**config.mk**
```make
export PLATFORM = sky130hd
export DESIGN_NAME = wb_arbiter
export DESIGN_NICKNAME = d
export VERILOG_FILES = /design/src/rtl/wb_arbiter_pkg.sv /design/src/rtl/wb_rr_pick.sv /design/src/rtl/wb_arbiter.sv
export SDC_FILE = /design/constraint.sdc
export NUM_CORES = 1
export LEC_CHECK = 0
export CORE_AREA = 4 4 109 111
export DETAILED_ROUTE_END_ITERATION = 10
export DIE_AREA = 0 0 113 115
export GPL_TIMING_DRIVEN = 0
export SLEW_MARGIN = 20
export SYNTH_ARGS = -nofsm -noshare
export SYNTH_HDL_FRONTEND = slang
export SYNTH_SLANG_ARGS = --single-unit
export TNS_END_PERCENT = 5
```
**constraint.sdc**
```tcl
create_clock -name CLK_I -period 1.6 [get_ports CLK_I]
set_clock_uncertainty 0.2 [all_clocks]
set_input_delay 0.24 -clock CLK_I [delete_from_list [all_inputs] [get_ports CLK_I]]
set_output_delay 0.24 -clock CLK_I [all_outputs]
set_load 0.01 [all_outputs]
```
**src/rtl/wb_arbiter_pkg.sv**
```systemverilog
// Shared widths, master count default and FSM encoding for the Wishbone round-robin arbiter.
package wb_arbiter_pkg;

  localparam int unsigned ADDRESS_WIDTH = 32;
  localparam int unsigned DATA_WIDTH    = 32;
  localparam int unsigned SELECT_WIDTH  = 4;
  localparam int unsigned WB_ARB_NM     = 2;

  typedef enum logic {
    WB_ARB_IDLE  = 1'b0,
    WB_ARB_OWNED = 1'b1
  } wb_arb_state_e;

endpackage

```
**src/rtl/wb_rr_pick.sv**
```systemverilog
// Combinational round-robin picker: first set request at or after ptr, wrapping modulo N.
module wb_rr_pick #(
  parameter int unsigned N  = 2,
  parameter int unsigned PW = (N > 2) ? 2 : 1
) (
  input  logic [N-1:0]  req,
  input  logic [PW-1:0] ptr,
  output logic [N-1:0]  gnt,
  output logic          valid
);

  logic [PW:0]   idx;
  logic [PW-1:0] sel;

  always_comb begin
    gnt   = '0;
    valid = 1'b0;
    idx   = '0;
    sel   = '0;
    for (int unsigned i = 0; i < N; i++) begin
      idx = (PW+1)'(ptr) + (PW+1)'(i);
      if (idx >= (PW+1)'(N)) idx = idx - (PW+1)'(N);
      sel = PW'(idx);
      if (!valid && req[sel]) begin
        gnt[sel] = 1'b1;
        valid    = 1'b1;
      end
    end
  end

endmodule

```
**src/rtl/wb_arbiter.sv**
```systemverilog
// Round-robin Wishbone arbiter: NM masters share one slave, ownership held per CYC.
// Optional watchdog that errors out a stalled owner: define WB_ARB_TIMEOUT_EN.
module wb_arbiter
  import wb_arbiter_pkg::*;
#(
  parameter int unsigned NM = WB_ARB_NM,
  parameter int unsigned AW = ADDRESS_WIDTH,
  parameter int unsigned DW = DATA_WIDTH,
  parameter int unsigned SW = SELECT_WIDTH
`ifdef WB_ARB_TIMEOUT_EN
  ,
  parameter int unsigned TIMEOUT = 255
`endif
) (
  input  logic           CLK_I,
  input  logic           RST_I,
  input  logic [NM-1:0]    M_CYC_I,
  input  logic [NM-1:0]    M_STB_I,
  input  logic [NM-1:0]    M_WE_I,
  input  logic [NM*AW-1:0] M_ADR_I,
  input  logic [NM*DW-1:0] M_DAT_I,
  input  logic [NM*SW-1:0] M_SEL_I,
  output logic [NM-1:0]    M_ACK_O,
  output logic [NM-1:0]    M_ERR_O,
  output logic [DW-1:0]    M_DAT_O,
  output logic           S_CYC_O,
  output logic           S_STB_O,
  output logic           S_WE_O,
  output logic [AW-1:0]  S_ADR_O,
  output logic [DW-1:0]  S_DAT_O,
  output logic [SW-1:0]  S_SEL_O,
  input  logic [DW-1:0]  S_DAT_I,
  input  logic           S_ACK_I,
  input  logic           S_ERR_I,
  output logic [NM-1:0]  GNT_O
);

  localparam int unsigned PW = (NM > 2) ? 2 : 1;

  wb_arb_state_e state;
  logic [PW-1:0] rr_ptr;
  logic [PW-1:0] owner_idx;
  logic [PW-1:0] next_ptr;
  logic [NM-1:0] req;
  logic [NM-1:0] pick_gnt;
  logic          pick_valid;
  logic          owner_cyc;
  logic          to_hit;
  logic          release_bus;

  wb_rr_pick #(.N(NM), .PW(PW)) u_pick (
    .req   (req),
    .ptr   (rr_ptr),
    .gnt   (pick_gnt),
    .valid (pick_valid)
  );

  // Everything slave-bound is gated by the registered grant, so reset clears it asynchronously.
  assign owner_cyc = |(M_CYC_I & GNT_O);
  assign S_CYC_O   = owner_cyc;
  assign S_STB_O   = |(M_STB_I & M_CYC_I & GNT_O);
  assign S_WE_O    = |(M_WE_I & GNT_O);
  assign M_ACK_O   = GNT_O & {NM{S_ACK_I}};
  assign M_DAT_O   = S_DAT_I;

  always_comb begin
    S_ADR_O   = '0;
    S_DAT_O   = '0;
    S_SEL_O   = '0;
    owner_idx = '0;
    for (int unsigned i = 0; i < NM; i++) begin
      if (GNT_O[i]) begin
        S_ADR_O   = M_ADR_I[i*AW +: AW];
        S_DAT_O   = M_DAT_I[i*DW +: DW];
        S_SEL_O   = M_SEL_I[i*SW +: SW];
        owner_idx = PW'(i);
      end
    end
  end

  assign next_ptr    = (owner_idx == PW'(NM - 1)) ? '0 : owner_idx + PW'(1);
  assign release_bus = !owner_cyc || to_hit;

`ifdef WB_ARB_TIMEOUT_EN
  localparam int unsigned CW = (TIMEOUT < 256) ? 8 : 16;

  logic [CW-1:0] to_cnt;
  logic [NM-1:0] to_err;
  logic [NM-1:0] blocked;

  assign to_hit  = (state == WB_ARB_OWNED) && S_STB_O && !S_ACK_I && !S_ERR_I &&
                   (to_cnt == CW'(TIMEOUT - 1));
  // A timed-out master stays masked until it drops CYC.
  assign req     = M_CYC_I & ~blocked;
  assign M_ERR_O = (GNT_O & {NM{S_ERR_I}}) | to_err;

  always_ff @(posedge CLK_I or posedge RST_I) begin
    if (RST_I) begin
      to_cnt  <= '0;
      to_err  <= '0;
      blocked <= '0;
    end else begin
      to_err  <= to_hit ? GNT_O : '0;
      blocked <= (blocked | (to_hit ? GNT_O : '0)) & M_CYC_I;
      if (state != WB_ARB_OWNED || S_ACK_I || S_ERR_I) to_cnt <= '0;
      else if (S_STB_O)                                to_cnt <= to_cnt + CW'(1);
    end
  end
`else
  assign to_hit  = 1'b0;
  assign req     = M_CYC_I;
  assign M_ERR_O = GNT_O & {NM{S_ERR_I}};
`endif

  // Grant FSM: IDLE picks a winner, OWNED holds until the owner drops CYC.
  always_ff @(posedge CLK_I or posedge RST_I) begin
    if (RST_I) begin
      state  <= WB_ARB_IDLE;
      GNT_O  <= '0;
      rr_ptr <= '0;
    end else begin
      case (state)
        WB_ARB_IDLE: begin
          if (pick_valid) begin
            GNT_O <= pick_gnt;
            state <= WB_ARB_OWNED;
          end
        end
        WB_ARB_OWNED: begin
          if (release_bus) begin
            GNT_O  <= '0;
            rr_ptr <= next_ptr;
            state  <= WB_ARB_IDLE;
          end
        end
        default: begin
          GNT_O <= '0;
          state <= WB_ARB_IDLE;
        end
      endcase
    end
  end

endmodule

```
After elaboration in Yosys (flattened, before gate mapping):

Cells that the tools add are included.

* $add $sub $neg: 4
* $mul: 0
* divide/modulo/power cells: 0
* magnitude comparators: 6
* eq/ne operators: 2
* shift operators: 0
* multiplexer cells: 28
* bitwise logic cells: 9
* reduce and logical (&&, ||, !) cells: 9

Operators by type and width (number)
* $mux W32: 4
* $mux W1: 14
* $and A2 B2 Y2: 6
* $mux W2: 4
* $mux W4: 2
* $reduce_or A2 Y1: 3
* $lt A1 B2 Y1 const B: 2
* $ne A2 B2 Y1 const B: 2
* $pmux W2 S2: 1
* $reduce_and A2 Y1: 2
* $logic_and A1 B1 Y1: 3
* $add A1 B1 Y2 const B: 1
* $demux W1 S1: 2
* $ge A1 B1 Y1 const B: 2
* $ge A1 B2 Y1 const B: 1
* $ge A2 B2 Y1 const B: 1
* $not A1 Y1: 2
* $or A2 B2 Y2: 1
* $pmux W1 S2: 1
* $sub A1 B1 Y1 const B: 2
* $add A1 B1 Y1 const B: 1
* $logic_not A1 Y1: 1

* flip-flop bits (word level): 4
* latch bits: 0
* bits in writable memories: 0
* bits in read-only memories: 0
* input port bits: 178
* output and inout bits: 109
* word-level logic and storage cells: 61
* memories kept: 0

Logic depth before layout (Yosys ltp):

Gate-level depths: netlist of run 1.

* depth after elaboration: 11
* mapped depth: 5
* gate-level depth less buffers: 3

Modules after synthesis:

Synthesis of run 1 repeated with hierarchy kept, for this count alone.

* cell total of the unflattened synthesis: 155
* area, all modules: 1236.2 um^2

Modules (own cells, without submodules)
* wb_arbiter: instances 1, cells each 151, area each 1211.2 um^2
* wb_rr_pick: instances 1, cells each 4, area each 25.0 um^2

Least setup slack after synthesis of run 1:

Ideal clock, no wire load.

* kind: flip-flop to output port
* start: reg GNT_O[0]
* end: out S_ADR_O[20]
* arrival: 1159 ps
* data required time: 1160 ps
* path slack: 1 ps
* cell stages (with the launch flop): 6
* cell sequence: dfrtp_1 -> nor2b_4 -> buf_6 -> buf_6 -> buf_6 -> a22o_1

* longest elaborated chain between the ends: 2

Ends and longest elaborated chain
* from (decl): line wb_arbiter.sv:35 `output logic [NM-1:0] GNT_O`
* from (signal assigned): line wb_arbiter.sv:125 `GNT_O <= pick_gnt;`
* $mux W32 (2 in a row): line wb_arbiter.sv:72 `if (GNT_O[i]) begin`
* to (decl): line wb_arbiter.sv:29 `output logic [AW-1:0] S_ADR_O,`

Every way passes these cells.

Worst setup path after layout of run 1:

* start: reg GNT_O[0]
* end: out S_ADR_O[30]

Same word-level chain as after synthesis.

==> results.py, run 1 <==
metrics = {
    "worst_setup_path": {
        "critPathKind": "register to primary output",
        "r2r_slack_ns": 0.14,
        "crit_fanout": 5,
        "endpoint_kind": "primary output",
        "cp.required_ns": 1.16,
        "crit-reg2reg-launch": "GNT_O[0]$_DFFE_PP0P_",
        "crit_start": "GNT_O[0]$_DFFE_PP0P_",
        "arrival_ns": 1.47,
        "reg2reg_depth": 4,
        "rr_endpoint": "rr_ptr$_DFFE_PP0P_",
        "start_kind": "register",
    },
    "place": {
        "port_buffers": 254,
        "place_inst": 541,
        "dp_slack_ns": -0.725,
        "dpl.hpwl_mm": 7.90,
        "place_congestion": 0.813,
    },
    "power": {
        "p_clk_share_pct": 4.5,
        "p_comb_share_pct": 91.3,
        "powerDensity_nw_per_um2": 1210,
        "swShare_pct": 41.3,
        "peakVddDrop_uv": 598,
        "p_int_mw": 2.82,
        "p_leak_nw": 1.82,
        "power.switching_mw": 1.98,
        "share_seq_of_total_power_pct": 4.2,
        "fin_total_pwr_mw": 4.80,
    },
    "synth": {
        "synthFlopType": "dfrtp_1",
        "yosysWarnings": 0,
        "synth.most_common_cell": "a22o_1",
        "avgSynthCellArea_um2": 8.22,
        "synth_top_area_cell": "a22o_1",
        "netlist.area_leader.share_pct": 50.0,
        "async_reset_ff_share_pct": 100,
        "synthesis.area_um2": 1210,
        "ys_ff_latch": 4,
        "ys_types": 20,
        "ys_seq_area_share_pct": 8.28,
        "ys_top_cells_by_count": "a22o_1, buf_4, buf_2",
        "synth_edf_count": 0,
        "syn_inst": 147,
        "synthTopCellsByArea": "a22o_1, buf_4, dfrtp_1",
        "synth_fp_nets": 325,
    },
    "global_route": {
        "grt_antenna_before_repair": 0,
        "grt_pass1_wl_mm": 13.3,
        "grt.total_usage_pct": 12.6,
        "grt_max_degree": 11,
        "grt_pass1_vias": 2508,
        "grt-ovfl-total": 0,
    },
    "routing": {
        "vias": 2249,
        "wl_per_cell_um": 16.5,
        "wl_mm": 9.15,
        "avgViaCountPerCell": 4.05,
        "drtIter0Drc": 63,
        "firstDrtPassIters": 4,
        "drc_errors": 0,
        "final_antenna_net_count": 0,
    },
    "sta": {
        "max_freq_ghz": 0.524,
        "fin_ws_ns": -0.309,
        "slew-limit-headroom_pct": 79.7,
        "grt_setup_unrepaired": "true",
        "setup_violations": 73,
        "hold_viol": 0,
        "slew_viol_final": 0,
        "fin_crit_sh_pct": 119,
        "tightestPinTransition_ns": 0.303,
        "fin_crit_ns": 1.91,
    },
    "die": {
        "dieArea_um2": 13000,
        "io_pins": 287,
        "dieWidth_um": 113,
        "core_um2": 10800,
        "die_y_um": 115,
        "fp-row-count": 38,
        "start_util_pct": 11.2,
    },
    "layout": {
        "area_delta_synth_final_pct": 227,
        "final_util_pct": 36.6,
        "fill_cells": 1124,
        "diodes": 0,
        "layout.nets": 595,
        "layout-drive-gt1-share_pct": 34.9,
        "layoutNonFillerInstCount": 555,
    },
    "cts": {
        "cts_buffers": 3,
        "worstSkewPairLatency_ns": 0.22,
        "root_buffer": "clkbuf_8",
        "htreeDepth": 1,
        "cts.sinks": 4,
        "cts_tree": "yes",
        "clkTransAtPathRegs_ns": 0.03,
        "cts_buffer_depth": 2,
    },
    "run_status": {
        "failed_checks": "negative setup slack",
        "status": "finished, violations left",
    },
    "hold_path": {
        "hp-class": "input pin to async pin",
    },
    "run": {
        "maxCapViolations": 0,
    },
}
==> layout by cell type (no fill, tap or decap), drive strengths merged <==
cell / n
and2: 5
a32o: 1
nor2: 1
a21oi: 2
nand2b: 2
a22o: 69
o22ai: 1
dlygate4sd2: 3
nand2: 5
dfrtp: 4
inv: 2
o211ai: 1
a31o: 1
clkdlybuf4s50: 175
nand3b: 1
nor2b: 1
clkbuf: 5
o21bai: 1
buf: 134
nor3b: 1
==> how the worst max path moves through the flow <==
stage / to / cells after the start
floorplan: S_ADR_O[20] / 5
global placement: S_ADR_O[30] / 6
detailed placement: S_ADR_O[30] / 6
CTS: S_ADR_O[30] / 6
global route: S_ADR_O[30] / 6
finish: S_ADR_O[30] / 6
==> kinds of logic (layout without fill, tap and decap cells) <==
group	after synthesis	after routing	synth area share [%]
and+or+nand+nor	16	16	7.87
DFF	4	4	8.28
buffers and inverters	51	319	29.7
AOI/OAI and AO/OA	76	76	54.1
==> power by group through the flow <==
stage	combinational, mW	sequential [mW]	clock, mW
floorplan	1.90	0.206	0
global placement	4.26	0.225	0
detailed placement	4.29	0.228	0
CTS	4.39	0.199	0.225
global route	4.73	0.207	0.233
finish	4.38	0.199	0.218
==> worst max-delay path, cell delays in order (launching register included) <==
cell	delay, ns
dfrtp_2	0.38
nor2b_4	0.13
buf_12	0.13
buf_12	0.14
buf_8	0.12
a22o_1	0.19
buf_2	0.15
==> per-layer routing <==
| metal | vias to the layer above | part of all wire [%] | GRT usage [%] |
|---|---|---|---|
| met4 | 0 | 1.4 | 1.60 |
| met1 | 1014 | 37 | 14.6 |
| met2 | 136 | 53 | 23.8 |
| met5 | - | 0 | 0 |
| li1 | 1087 | - | - |
| met3 | 12 | 8.8 | 3.37 |
==> area by class of cell <==
type	instances	area [um^2]	area share, %
inverter	2	7.51	0.190
timing repair buffer	267	2420	61.1
sequential	4	103	2.59
clock buffer	3	41.3	1.04
multi-input combinational	92	754	19.1
buffer	47	457	11.6
tap	140	175	4.43
==> sequential cells by signal, indices dropped and copies added, names as in the netlist <==
register and flops:
state 1, GNT_O 2, rr_ptr 1
==> metrics by stage <==
stage | cell area, um^2 | setup TNS [ns] | hold slack [ns]
final | 3950 | -18.93 | 0.0124
after global routing | 3950 | -22.84 | 0.0278
after CTS | 3930 | -20.23 | 0.0118
after detailed placement | 3930 | -46.34 | 0.245
after global placement | 3930 | -45.21 | 0.245
after floorplan | 1210 | 0 | -0.194
==> what timing repair did <==
action,in CTS,in global routing
pin swaps,3,3
setup buffers,8,2
hold buffers,0,0
gates resized for setup,349,13
endpoints found under the setup margin,77,76
cloned,3,0
Power figures use the tool's default switching activity.
==> run 2: changes to the inputs <==
--- a/config.mk
+++ b/config.mk
@@ -5,9 +5,9 @@
 export SDC_FILE = /design/constraint.sdc
 export NUM_CORES = 1
 export LEC_CHECK = 0
-export CORE_AREA = 4 4 109 111
+export CORE_AREA = 4 4 110 112
 export DETAILED_ROUTE_END_ITERATION = 10
-export DIE_AREA = 0 0 113 115
+export DIE_AREA = 0 0 114 116
 export GPL_TIMING_DRIVEN = 0
 export SLEW_MARGIN = 20
 export SYNTH_ARGS = -nofsm -noshare
==> constraint.sdc (replaced) <==
create_clock -name CLK_I -period 2.2 [get_ports CLK_I]
set_clock_uncertainty 0.2 [all_clocks]
set_input_delay 0.33 -clock CLK_I [delete_from_list [all_inputs] [get_ports CLK_I]]
set_output_delay 0.33 -clock CLK_I [all_outputs]
set_load 0.01 [all_outputs]
==> results.py, run 2 (synthesis results as in run 1) <==
metrics = {
    "run_status": {
        "status": "finished, violations left",
        "failed_checks": "negative setup slack",
    },
    "die": {
        "dieArea_um2": 13200,
        "core_um2": 11200,
        "start_util_pct": 10.8,
        "dieWidth_um": 114,
        "fp-row-count": 39,
        "io_pins": 287,
        "die_y_um": 116,
    },
    "global_route": {
        "grt_max_degree": 11,
        "grt_pass1_vias": 2212,
        "grt.total_usage_pct": 11.6,
        "grt_antenna_before_repair": 0,
        "grt_pass1_wl_mm": 12.5,
        "grt-ovfl-total": 0,
    },
    "worst_setup_path": {
        "crit-reg2reg-launch": "GNT_O[0]$_DFFE_PP0P_",
        "critPathKind": "register to primary output",
        "cp.required_ns": 1.67,
        "start_kind": "register",
        "crit_fanout": 10,
        "endpoint_kind": "primary output",
        "crit_start": "GNT_O[1]$_DFFE_PP0P_",
        "arrival_ns": 1.76,
    },
    "power": {
        "powerDensity_nw_per_um2": 829,
        "peakVddDrop_uv": 338,
        "p_leak_nw": 1.97,
        "fin_total_pwr_mw": 3.36,
    },
    "cts": {
        "cts_buffers": 3,
        "cts_tree": "yes",
        "root_buffer": "clkbuf_16",
        "cts_buffer_depth": 2,
        "worstSkewPairLatency_ns": 0.22,
        "htreeDepth": 1,
        "clkTransAtPathRegs_ns": 0.03,
        "cts.sinks": 4,
    },
    "sta": {
        "hold_viol": 0,
        "max_freq_ghz": 0.436,
        "setup_violations": 16,
        "slew_viol_final": 0,
        "fin_crit_sh_pct": 104,
        "tightestPinTransition_ns": 0.278,
        "fin_ws_ns": -0.0946,
        "grt_setup_unrepaired": "true",
        "fin_crit_ns": 2.29,
        "slew-limit-headroom_pct": 81.4,
    },
    "routing": {
        "wl_met3_um": 704,
        "wl_per_cell_um": 16.7,
        "final_antenna_net_count": 0,
        "drc_errors": 0,
        "route.met2.wl_mm": 4.99,
        "drtIter0Drc": 84,
        "vias": 2164,
        "wl_met1_mm": 3.39,
        "firstDrtPassIters": 4,
        "top_layer": "met4",
        "wl_mm": 9.17,
        "avgViaCountPerCell": 3.94,
    },
    "place": {
        "dpl.hpwl_mm": 8.02,
        "place_congestion": 0.792,
        "port_buffers": 254,
        "dp_slack_ns": -0.156,
    },
    "hold_path": {
        "hp-class": "input pin to async pin",
    },
    "layout": {
        "largest_reg_flops": 2,
        "largest_registers": "GNT_O (2), rr_ptr (1), state (1)",
        "layout-drive-gt1-share_pct": 14.5,
        "final_common_cell": "clkdlybuf4s50_1",
        "layout.nets": 586,
        "diodes": 0,
        "layout_common_cells": "clkdlybuf4s50_1, a22o_1, buf_4",
        "regMostFlops": "GNT_O",
        "area_delta_synth_final_pct": 235,
    },
    "run": {
        "maxCapViolations": 0,
    },
}
[run 2: changes by cell type in the layout (fill, tap and decap cells not counted), moves of 5 or more]
cell and delta:
clkdlybuf4s50_1 +21, buf_12 -6, buf_2 -62, dlygate4sd2_1 +32, buf_4 +6, dlymetal6s2s_1 +17, buf_8 -5, buf_6 -15
clkdlybuf4s15_1 +5
[run 2: layout make-up]
| type | instances | area [um^2] |
|---|---|---|
| flip-flops and latches | 4 | 103 |
| well taps | 143 | 179 |
| clock buffers | 3 | 75.1 |
| repair buffers | 256 | 2550 |
| fillers | 1153 | 7180 |
| inverters | 2 | 7.51 |
| plain buffers | 49 | 382 |
| multi-input cells | 92 | 749 |
[run 2: path summary, 6_finish.rpt]
kind / end / slack, ns / cells after the start
worst min-delay path: rr_ptr$_DFFE_PP0P_ / 0.09 / 2
max in group asynchronous: GNT_O[0]$_DFFE_PP0P_ / 1.55 / 2
worst min register to register: rr_ptr$_DFFE_PP0P_ / 0.37 / 2
min in group CLK_I: GNT_O[1]$_DFFE_PP0P_ / 0.35 / 4
worst max-delay path: S_ADR_O[2] / -0.09 / 5
worst max register to register: rr_ptr$_DFFE_PP0P_ / 0.75 / 4
[run 2: routing by layer]
layer / vias to the layer above / track usage [%]
li1: 1061 / -
met1: 992 / 13.9
met2: 103 / 21.8
met3: 8 / 2.35
met4: 0 / 1.74
met5: - / 0
[run 2: critical path: stages (launching register included)]
cell	delay, ns
dfrtp_2	0.43
nor2b_4	0.12
buf_6	0.13
buf_4	0.17
a22o_1	0.16
clkdlybuf4s50_1	0.54
[run 2: what timing repair did]
item,CTS,global route
gates cloned,0,0
resized for setup,54,26
buffers inserted,1,1
hold buffers,0,0
endpoints found under the setup margin,73,52
[run 2: stage by stage]
stage	hold WS [ns]	cell area [um^2]	cells	TNS (ns)	utilization, %
detailed placement	0.325	3930	544	-6.14	35.0
global placement	0.332	3930	544	-6.29	35.0
global route	0.108	4050	549	-2.23	36.1
finish	0.0906	4050	549	-1.08	36.1
CTS	0.0928	3990	548	-4.59	35.5
floorplan	-0.104	1210	147	0	-
[run 2: power by group]
part	internal, mW	switching, mW	leakage, nW
clock	0.232	0.0455	0.0370
combinational	1.67	1.26	1.89
sequential	0.113	0.0368	0.0448
total	2.01	1.34	1.97
==> run 3: changes to the inputs <==
--- a/config.mk
+++ b/config.mk
@@ -5,12 +5,13 @@
 export SDC_FILE = /design/constraint.sdc
 export NUM_CORES = 1
 export LEC_CHECK = 0
-export CORE_AREA = 4 4 110 112
+export CORE_AREA = 4 4 111 113
 export DETAILED_ROUTE_END_ITERATION = 10
-export DIE_AREA = 0 0 114 116
+export DIE_AREA = 0 0 115 117
 export GPL_TIMING_DRIVEN = 0
 export SLEW_MARGIN = 20
 export SYNTH_ARGS = -nofsm -noshare
 export SYNTH_HDL_FRONTEND = slang
+export SYNTH_HIERARCHICAL = 1
 export SYNTH_SLANG_ARGS = --single-unit
 export TNS_END_PERCENT = 5
==> results.py, run 3 <==
metrics = {
    "run_status": {
        "status": "finished, violations left",
        "failed_checks": "negative setup slack",
    },
    "place": {
        "dpl.hpwl_mm": 7.69,
        "dp_slack_ns": -0.187,
        "place_congestion": 0.765,
        "port_buffers": 254,
    },
    "layout": {
        "layout-drive-gt1-share_pct": 22.9,
        "final_common_cell": "clkdlybuf4s50_1",
        "area_delta_synth_final_pct": 222,
        "layout_common_cells": "clkdlybuf4s50_1, a22o_1, buf_4",
        "diodes": 0,
        "largest_reg_flops": 2,
        "regMostFlops": "GNT_O",
        "largest_registers": "GNT_O (2), rr_ptr (1), state (1)",
        "layout.nets": 600,
    },
    "worst_setup_path": {
        "start_kind": "register",
        "critPathTopFamily": "buffers and inverters",
        "crit_fanout": 10,
        "cp.buffers_inverters": 6,
        "rr_endpoint": "GNT_O[1]$_DFFE_PP0P_",
        "cp.required_ns": 1.67,
        "path_cells": "buf_6 -> nor2b_4 -> buf_12 -> buf_8 -> buf_4 -> buf_6 -> a22o_1 -> clkdlybuf4s15_2",
        "cp_slowest_stage_delay_ns": 0.39,
        "arrival_ns": 1.74,
        "crit-reg2reg-launch": "GNT_O[0]$_DFFE_PP0P_",
        "r2r_slack_ns": 0.83,
        "critPathMostFrequentCell": "buf_6",
        "critPathKind": "register to primary output",
        "endpoint_kind": "primary output",
        "crit_slowest_cell": "dfrtp_1",
        "reg2reg_depth": 4,
    },
    "synth": {
        "synth_edf_count": 0,
        "ys_ff_latch": 4,
        "synthFlopType": "dfrtp_1",
        "syn_inst": 155,
        "async_reset_ff_share_pct": 100,
        "avgSynthCellArea_um2": 7.98,
        "synth_fp_nets": 333,
        "ys_top_cells_by_count": "a22o_1, buf_4, nand2_1",
        "ys_seq_area_share_pct": 8.10,
        "ys_types": 20,
        "synthesis.area_um2": 1240,
        "synth_top_area_cell": "a22o_1",
        "yosysWarnings": 6,
        "netlist.area_leader.share_pct": 48.2,
        "synthTopCellsByArea": "a22o_1, buf_4, dfrtp_1",
        "synth.most_common_cell": "a22o_1",
    },
    "routing": {
        "wl_mm": 8.89,
        "wl_per_cell_um": 15.8,
        "firstDrtPassIters": 4,
        "vias": 2296,
        "drc_errors": 0,
        "final_antenna_net_count": 0,
        "drtIter0Drc": 79,
        "avgViaCountPerCell": 4.08,
    },
    "cts": {
        "clkTransAtPathRegs_ns": 0.03,
        "cts_tree": "yes",
        "cts_buffer_depth": 2,
        "htreeDepth": 1,
        "worstSkewPairLatency_ns": 0.22,
        "root_buffer": "clkbuf_16",
        "cts.sinks": 4,
        "hold_buffers": 0,
        "cts_buffers": 3,
    },
    "global_route": {
        "grt-ovfl-total": 0,
        "grt_pass1_wl_mm": 11.9,
        "grt_antenna_before_repair": 0,
        "grt.total_usage_pct": 11.1,
        "grt_max_degree": 11,
        "grt_pass1_vias": 2431,
    },
    "sta": {
        "fin_ws_ns": -0.0679,
        "hold_viol": 0,
        "max_freq_ghz": 0.441,
        "fin_crit_ns": 2.27,
        "grt_setup_unrepaired": "true",
        "setup_violations": 2,
        "holdWs_ns": 0.0912,
        "slew_viol_final": 0,
        "fin_crit_sh_pct": 103,
        "slew-limit-headroom_pct": 71.2,
        "tightestPinTransition_ns": 0.432,
    },
    "die": {
        "fp-row-count": 39,
        "core_um2": 11300,
        "start_util_pct": 10.9,
        "io_pins": 287,
        "dieWidth_um": 115,
        "dieArea_um2": 13500,
        "die_y_um": 117,
    },
    "power": {
        "powerDensity_nw_per_um2": 750,
        "power.switching_mw": 1.22,
        "p_clk_share_pct": 9.5,
        "swShare_pct": 40.9,
        "p_leak_nw": 1.89,
        "p_int_mw": 1.76,
        "p_comb_share_pct": 85.8,
        "share_seq_of_total_power_pct": 4.7,
        "peakVddDrop_uv": 323,
    },
    "run": {
        "maxCapViolations": 0,
    },
    "hold_path": {
        "hp-class": "input pin to async pin",
    },
}
-- run 3: area by class of cell --
type	count	area (um^2)
Buffer	49	397
Multi-Input combinational cell	98	767
Fill cell	1189	7340
Sequential cell	4	101
Inverter	3	11.3
Clock buffer	3	75.1
Timing Repair Buffer	263	2450
Tap cell	143	179
-- run 3: per-stage QoR --
stage	instances	setup TNS (ns)	instance area, um^2	utilization (%)	power [mW]
after detailed placement	552	-9.06	3960	35.0	2.92
after global placement	552	-9.39	3960	35.0	2.91
after global routing	563	-0.725	3980	35.1	3.20
after floorplan	155	0	1240	-	1.36
after CTS	563	-0.524	3950	34.9	3.00
final	563	-0.131	3980	35.1	2.98
-- run 3: timing repair --
item	CTS	global route
cloned	1	0
setup buffers	8	0
pin swaps	0	1
setup endpoints to repair	73	39
gates resized for setup	176	18
-- run 3: logic make-up after synthesis --
| logic type | share of synthesized area [%] |
|---|---|
| AOI/OAI and AO/OA | 54.6 |
| buffers and inverters | 29.9 |
| DFF | 8.10 |
| and+or+nand+nor | 7.49 |
-- run 3: worst max-delay path by stage --
stage,from,slack (ns),to,cells past startpoint
CTS,GNT_O[1]$_DFFE_PP0P_,-0.12,S_STB_O,6
floorplan,GNT_O[0]$_DFFE_PP0P_,0.52,S_ADR_O[22],5
detailed placement,GNT_O[1]$_DFFE_PP0P_,-0.19,S_ADR_O[15],5
global route,GNT_O[1]$_DFFE_PP0P_,-0.15,S_DAT_O[16],8
global placement,GNT_O[1]$_DFFE_PP0P_,-0.20,S_ADR_O[15],5
finish,GNT_O[1]$_DFFE_PP0P_,-0.07,S_DAT_O[16],8
-- run 3: power groups by stage --
stage | clock [mW] | combinational [mW] | sequential, mW
2_1_floorplan | 0 | 1.23 | 0.133
3_3_place_gp | 0 | 2.78 | 0.135
3_5_place_dp | 0 | 2.78 | 0.137
4_1_cts | 0.289 | 2.57 | 0.142
5_1_grt | 0.295 | 2.76 | 0.148
6_report | 0.284 | 2.56 | 0.140
-- run 3: per-layer routing --
metal,track usage (%),up-vias,share of wire [%]
met5,0,-,0
met4,2.58,0,1.1
met3,3.08,8,13
met2,22.2,181,53
met1,11.4,1008,33
li1,-,1099,-
